File: src/rtl/rst_seq_defs.sv
// Shared definitions for the reset sequencer: FSM state encodings.
package rst_seq_defs;

  localparam int unsigned ST_W = 2;

  typedef enum logic [ST_W-1:0] {
    ST_HOLD = 2'd0,
    ST_CAL  = 2'd1,
    ST_RUN  = 2'd2,
    ST_ERR  = 2'd3
  } state_e;

endpackage

File: src/rtl/cycle_counter.sv
// Up-counter with synchronous clear/enable and a terminal-count compare.
module cycle_counter #(
  parameter int unsigned CNT_W = 11
) (
  input  logic             clk,
  input  logic             rst,
  input  logic             clr,
  input  logic             en,
  input  logic [CNT_W-1:0] term,
  output logic             tc
);

  logic [CNT_W-1:0] cnt_q;

  // Count register: cleared on reset or clr, otherwise advances when enabled.
  always_ff @(posedge clk) begin
    if (rst || clr) begin
      cnt_q <= '0;
    end else if (en) begin
      cnt_q <= cnt_q + 1'b1;
    end
  end

  assign tc = (cnt_q == term);

endmodule

File: src/rtl/reset_sequencer.sv
// Staged bring-up for the ADC digital core: hold core reset, launch calibration,
// wait for completion (bounded by a timeout), then report ready or a sticky error.
module reset_sequencer
  import rst_seq_defs::*;
#(
  parameter int unsigned HOLD_CYCLES = 16,
  parameter int unsigned CAL_TIMEOUT = 1024,
  parameter int unsigned CNT_W       = 11
) (
  input  logic            clk,
  input  logic            rst,
  input  logic            soft_rst_req,
  input  logic            cal_done,
  output logic            core_rst,
  output logic            cal_start,
  output logic            ready,
  output logic            timeout_err,
  output logic [ST_W-1:0] state
);

  if (HOLD_CYCLES < 1 || CAL_TIMEOUT < 1 ||
      longint'(HOLD_CYCLES) > (longint'(1) << CNT_W) - 1 ||
      longint'(CAL_TIMEOUT) > (longint'(1) << CNT_W) - 1) begin : g_param_check
    $error("reset_sequencer: HOLD_CYCLES/CAL_TIMEOUT must be >= 1 and fit in CNT_W bits");
  end

  // HOLD leaves on the edge after HOLD_CYCLES counted edges; CAL times out once
  // the counter sits at CAL_TIMEOUT-1 without cal_done.
  localparam logic [CNT_W-1:0] HOLD_TERM = CNT_W'(HOLD_CYCLES);
  localparam logic [CNT_W-1:0] CAL_TERM  = CNT_W'(CAL_TIMEOUT - 1);

  state_e           state_q, state_d;
  logic             core_rst_q, core_rst_d;
  logic             cal_start_q, cal_start_d;
  logic             ready_q, ready_d;
  logic             err_q, err_d;
  logic             cnt_clr, cnt_en, cnt_tc;
  logic [CNT_W-1:0] cnt_term;

  cycle_counter #(
    .CNT_W(CNT_W)
  ) u_cycle_counter (
    .clk (clk),
    .rst (rst),
    .clr (cnt_clr),
    .en  (cnt_en),
    .term(cnt_term),
    .tc  (cnt_tc)
  );

  // State and output registers; rst forces the reset values.
  always_ff @(posedge clk) begin
    if (rst) begin
      state_q     <= ST_HOLD;
      core_rst_q  <= 1'b1;
      cal_start_q <= 1'b0;
      ready_q     <= 1'b0;
      err_q       <= 1'b0;
    end else begin
      state_q     <= state_d;
      core_rst_q  <= core_rst_d;
      cal_start_q <= cal_start_d;
      ready_q     <= ready_d;
      err_q       <= err_d;
    end
  end

  // Next-state, next-output and counter control.
  always_comb begin
    state_d     = state_q;
    core_rst_d  = core_rst_q;
    cal_start_d = 1'b0;
    ready_d     = ready_q;
    err_d       = err_q;
    cnt_clr     = 1'b0;
    cnt_en      = 1'b0;
    cnt_term    = HOLD_TERM;

    if (soft_rst_req) begin
      // Restart from HOLD; the error flag deliberately survives.
      state_d    = ST_HOLD;
      core_rst_d = 1'b1;
      ready_d    = 1'b0;
      cnt_clr    = 1'b1;
    end else begin
      unique case (state_q)
        ST_HOLD: begin
          cnt_term = HOLD_TERM;
          if (cnt_tc) begin
            state_d     = ST_CAL;
            core_rst_d  = 1'b0;
            cal_start_d = 1'b1;
            cnt_clr     = 1'b1;
          end else begin
            cnt_en = 1'b1;
          end
        end
        ST_CAL: begin
          cnt_term = CAL_TERM;
          // cal_done outranks a timeout landing in the same cycle.
          if (cal_done) begin
            state_d = ST_RUN;
            ready_d = 1'b1;
            cnt_clr = 1'b1;
          end else if (cnt_tc) begin
            state_d = ST_ERR;
            err_d   = 1'b1;
            cnt_clr = 1'b1;
          end else begin
            cnt_en = 1'b1;
          end
        end
        ST_RUN: begin
          core_rst_d = 1'b0;
          ready_d    = 1'b1;
        end
        ST_ERR: begin
          core_rst_d = 1'b0;
          ready_d    = 1'b0;
        end
        default: begin
          state_d = ST_HOLD;
        end
      endcase
    end
  end

  assign core_rst    = core_rst_q;
  assign cal_start   = cal_start_q;
  assign ready       = ready_q;
  assign timeout_err = err_q;
  assign state       = state_q;

endmodule

File: config.mk
export PLATFORM = sky130hd
export DESIGN_NAME = reset_sequencer
export DESIGN_NICKNAME = d
export VERILOG_FILES = /design/src/rtl/rst_seq_defs.sv /design/src/rtl/cycle_counter.sv /design/src/rtl/reset_sequencer.sv
export SDC_FILE = /design/constraint.sdc
export NUM_CORES = 1
export LEC_CHECK = 0
export ABC_AREA = 1
export CAP_MARGIN = 20
export CORE_MARGIN = 2
export CORE_UTILIZATION = 40
export DETAILED_ROUTE_END_ITERATION = 16
export GPL_ROUTABILITY_DRIVEN = 0
export SYNTH_ARGS = -nofsm -noshare
export SYNTH_HDL_FRONTEND = slang
export SYNTH_HIERARCHICAL = 1
export SYNTH_SLANG_ARGS = --single-unit
File: constraint.sdc
create_clock -name clk -period 3.79 [get_ports clk]
set_clock_uncertainty 0.2 [all_clocks]
set_input_delay 0.758 -clock clk [delete_from_list [all_inputs] [get_ports clk]]
set_output_delay 0.758 -clock clk [all_outputs]
set_load 0.1 [all_outputs]
==> flow_metrics.py <==
metrics = {
    "synthesis": {
        "yosysWarnings": 6,
        "syn_area_per_cell_um2": 6.81,
        "synth-edff-count": 0,
        "yosys.cell_types.count": 24,
        "synth_flop_cell": "dfxtp_1",
        "postSynthCellCount": 144,
        "yosys-top-cells-count": "nand2_1, nor2_1, dfxtp_1, inv_1, a21oi_1",
        "netlist_top_cells_area": "dfxtp_1, nand2_1, nor2_1, xnor2_1, inv_1",
        "synth_top_area_share_pct": 34.7,
        "yosysMostFrequentCell": "nand2_1",
        "yosysTopAreaCell": "dfxtp_1",
        "synthesis.area_um2": 981,
        "async_flop_share_pct": 0,
        "seq_area_frac_synth_pct": 34.7,
        "syn_nets": 149,
        "ys_seq_elements": 17,
    },
    "setup_path": {
        "critical_path.cell_chain": "clkdlybuf4s50_1 -> nor2_1 -> buf_4 -> inv_1 -> nand2_1 -> nand2_1 -> nand2_1 -> nor2_1 -> nand2_1 -> nor2_1 -> inv_2 -> nand2_1 -> nor2_1 -> nand3_1 -> nor2_2 -> nand2_1 -> nand2_1 -> nor2_1",
        "cp.depth": 18,
        "cpMaxStageDelayCell": "nor2_1",
        "endpoint": "u_cycle_counter/cnt_q[9]",
        "slowest_delay_ns": 0.48,
        "worst_path_dominant_cell_family": "simple AND/OR/NAND/NOR gates",
        "worstSetupPathType": "input port to register",
        "r2r.worst_path.cells": 18,
        "critPathLaunch": "soft_rst_req",
        "path_max_fanout": 12,
        "rr_endpoint": "u_cycle_counter/cnt_q[9]",
        "cp_common_cell": "nand2_1",
        "critPathCaptureType": "register",
        "cp.arrival_ns": 3.11,
        "rrSetupSlack_ns": 1.00,
        "rr_startpoint": "state[0]",
        "critPathBufInv": 4,
        "cp.required_ns": 3.78,
        "cp-start-kind": "input port",
    },
    "timing": {
        "rsz0062_at_grt": "no",
        "setup_violations": 0,
        "finalCritPeriodShare_pct": 82.3,
        "slew_headroom_pct": 35.3,
        "finalMaxSlewViolations": 0,
        "final.min_clock_period_ns": 3.12,
        "hold_viol": 0,
        "fin_ws_ns": 0.670,
        "clock.fmax_ghz": 0.320,
        "worst_pin_slew_ns": 0.967,
        "tns_ns": 0,
    },
    "global_route": {
        "grt_pass1_vias": 814,
        "grt.total_usage_pct": 15.8,
        "antenna_found_initial": 0,
        "grt_max_degree": 13,
        "overflow": 0,
        "grt_pass1_wl_um": 3280,
    },
    "cts": {
        "cts-buffers-inserted": 3,
        "cts_setup_buffers": 0,
        "ctsResizeCount": 0,
        "clk_pin_slew_worst_paths_ns": 0.10,
        "clock_path_buffers": 2,
        "hold_buffers": 0,
        "ctsHtreeMaxLevel": 1,
        "cts_num_sinks": 17,
        "worstSkewPairLatency_ns": 0.28,
        "cts_tree": "built",
        "ctsRootBufferMaster": "clkbuf_4",
    },
    "route": {
        "drt_iter0_drc": 12,
        "finalWirelength_um": 1890,
        "wl_per_cell_um": 10.2,
        "via_count": 877,
        "firstDrtPassIters": 4,
        "drc": 0,
        "final_antenna_net_count": 0,
        "via_per_inst": 4.72,
    },
    "power_and_ir_drop": {
        "intPower_w": 0.000238,
        "peakVddDrop_mv": 0.158,
        "seqPwrFrac_pct": 55.5,
        "static-leakage-power_nw": 0.468,
        "p_per_area_mw_per_mm2": 289,
        "p_switching_w": 0.0000923,
        "p_comb_share_pct": 14.9,
        "p_sw_share_pct": 28.0,
        "p_clk_share_pct": 29.6,
    },
    "cells_and_area": {
        "final-seq-area_um2": 340,
        "multi_input_area_um2": 561,
        "syn2layout_area_growth_pct": 16.2,
        "antenna_cells": 0,
        "fin_area_mm2": 0.00114,
        "fin_nets": 164,
        "drive_gt1_share_pct": 13.3,
        "fillers": 247,
    },
    "floorplan": {
        "die_x_um": 53.5,
        "rows": 17,
        "start_util_pct": 43.1,
        "io_pins": 10,
        "die_h_um": 53.5,
        "die_area_mm2": 0.00286,
        "coreArea_mm2": 0.00228,
    },
    "outcome": {
        "outcome": "finished clean",
    },
    "place": {
        "dp_slack_ns": 0.357,
        "io_buffers": 9,
        "hpwlAfterDp_um": 1440,
        "placed_cell_area_mm2": 0.00111,
    },
    "min_path": {
        "min_path_type": "register to register",
    },
    "run": {
        "cap_violations": 0,
    },
}
## metal layers
metal	vias up	wire length, um	track usage (%)
li1	477	-	-
met1	388	980	20.3
met2	10	847	25.5
met3	2	48	2.54
met4	0	17	7.69
met5	-	0	0
## cell type report
type	instances	area share (%)
sequential	17	29.9
inverter	20	6.59
multi-input combinational	106	49.2
clock buffer	4	2.31
tap	28	3.07
timing repair buffer	11	9.00
## worst min path at each step
stage,from,end,cells past startpoint
CTS,timeout_err,timeout_err,2
finish,timeout_err,timeout_err,2
detailed placement,timeout_err,timeout_err,2
floorplan,u_cycle_counter/cnt_q[10],u_cycle_counter/cnt_q[10],2
global route,timeout_err,timeout_err,2
global placement,timeout_err,timeout_err,2
## through the flow
stage | instances | hold WS (ns) | total power, W | util (%)
floorplan | 144 | 0.295 | 0.000223 | -
global placement | 182 | 0.249 | 0.000236 | 48.9
detailed placement | 182 | 0.250 | 0.000237 | 48.9
CTS | 186 | 0.264 | 0.000336 | 50.1
global route | 186 | 0.283 | 0.000349 | 50.1
finish | 186 | 0.263 | 0.000330 | 50.1
## layout by cell type (no fill, tap or decap), types with 2 or more instances in the layout
master	synthesis	layout
o21ai_1	2	2
nand3_1	9	9
xnor2_1	8	8
inv_2	3	3
a21oi_1	11	11
a21oi_2	3	3
buf_4	0	3
nor2_2	3	3
nor2_1	22	22
nand2_1	31	31
inv_1	17	17
clkdlybuf4s50_1	0	8
o21ai_0	5	5
conb_1	2	2
dfxtp_1	17	17
clkbuf_4	0	3
## worst min-delay path: stages, from the launching register on
cell	delay, ns
dfxtp_1	0.32
inv_1	0.06
a21oi_2	0.05
## cells by family (layout without fill, tap and decap cells)
| family | count (synthesis) | in the layout | synth area share (%) |
|---|---|---|---|
| other | 2 | 2 | 0.766 |
| buffers and inverters | 21 | 35 | 8.16 |
| XOR/XNOR | 9 | 9 | 8.04 |
| adder cells (fa/ha/maj) | 1 | 1 | 1.28 |
| flip-flops | 17 | 17 | 34.7 |
| AND/OR/NAND/NOR | 73 | 73 | 35.2 |
| AO/OA/AOI/OAI | 21 | 21 | 11.9 |
## registers in the layout (all words and copies together) (netlist names)
signal                 count
u_cycle_counter/cnt_q     11
state                      2
cal_start                  1
core_rst                   1
ready                      1
timeout_err                1
## power by group through the flow
stage | logic (W) | clock network, W | registers (W)
CTS | 0.0000494 | 0.000103 | 0.000183
detailed placement | 0.0000492 | 0 | 0.000187
floorplan | 0.0000252 | 0 | 0.000197
finish | 0.0000491 | 0.0000977 | 0.000183
global placement | 0.0000489 | 0 | 0.000187
global route | 0.0000540 | 0.000111 | 0.000184
(Power assumes the default switching activity.)
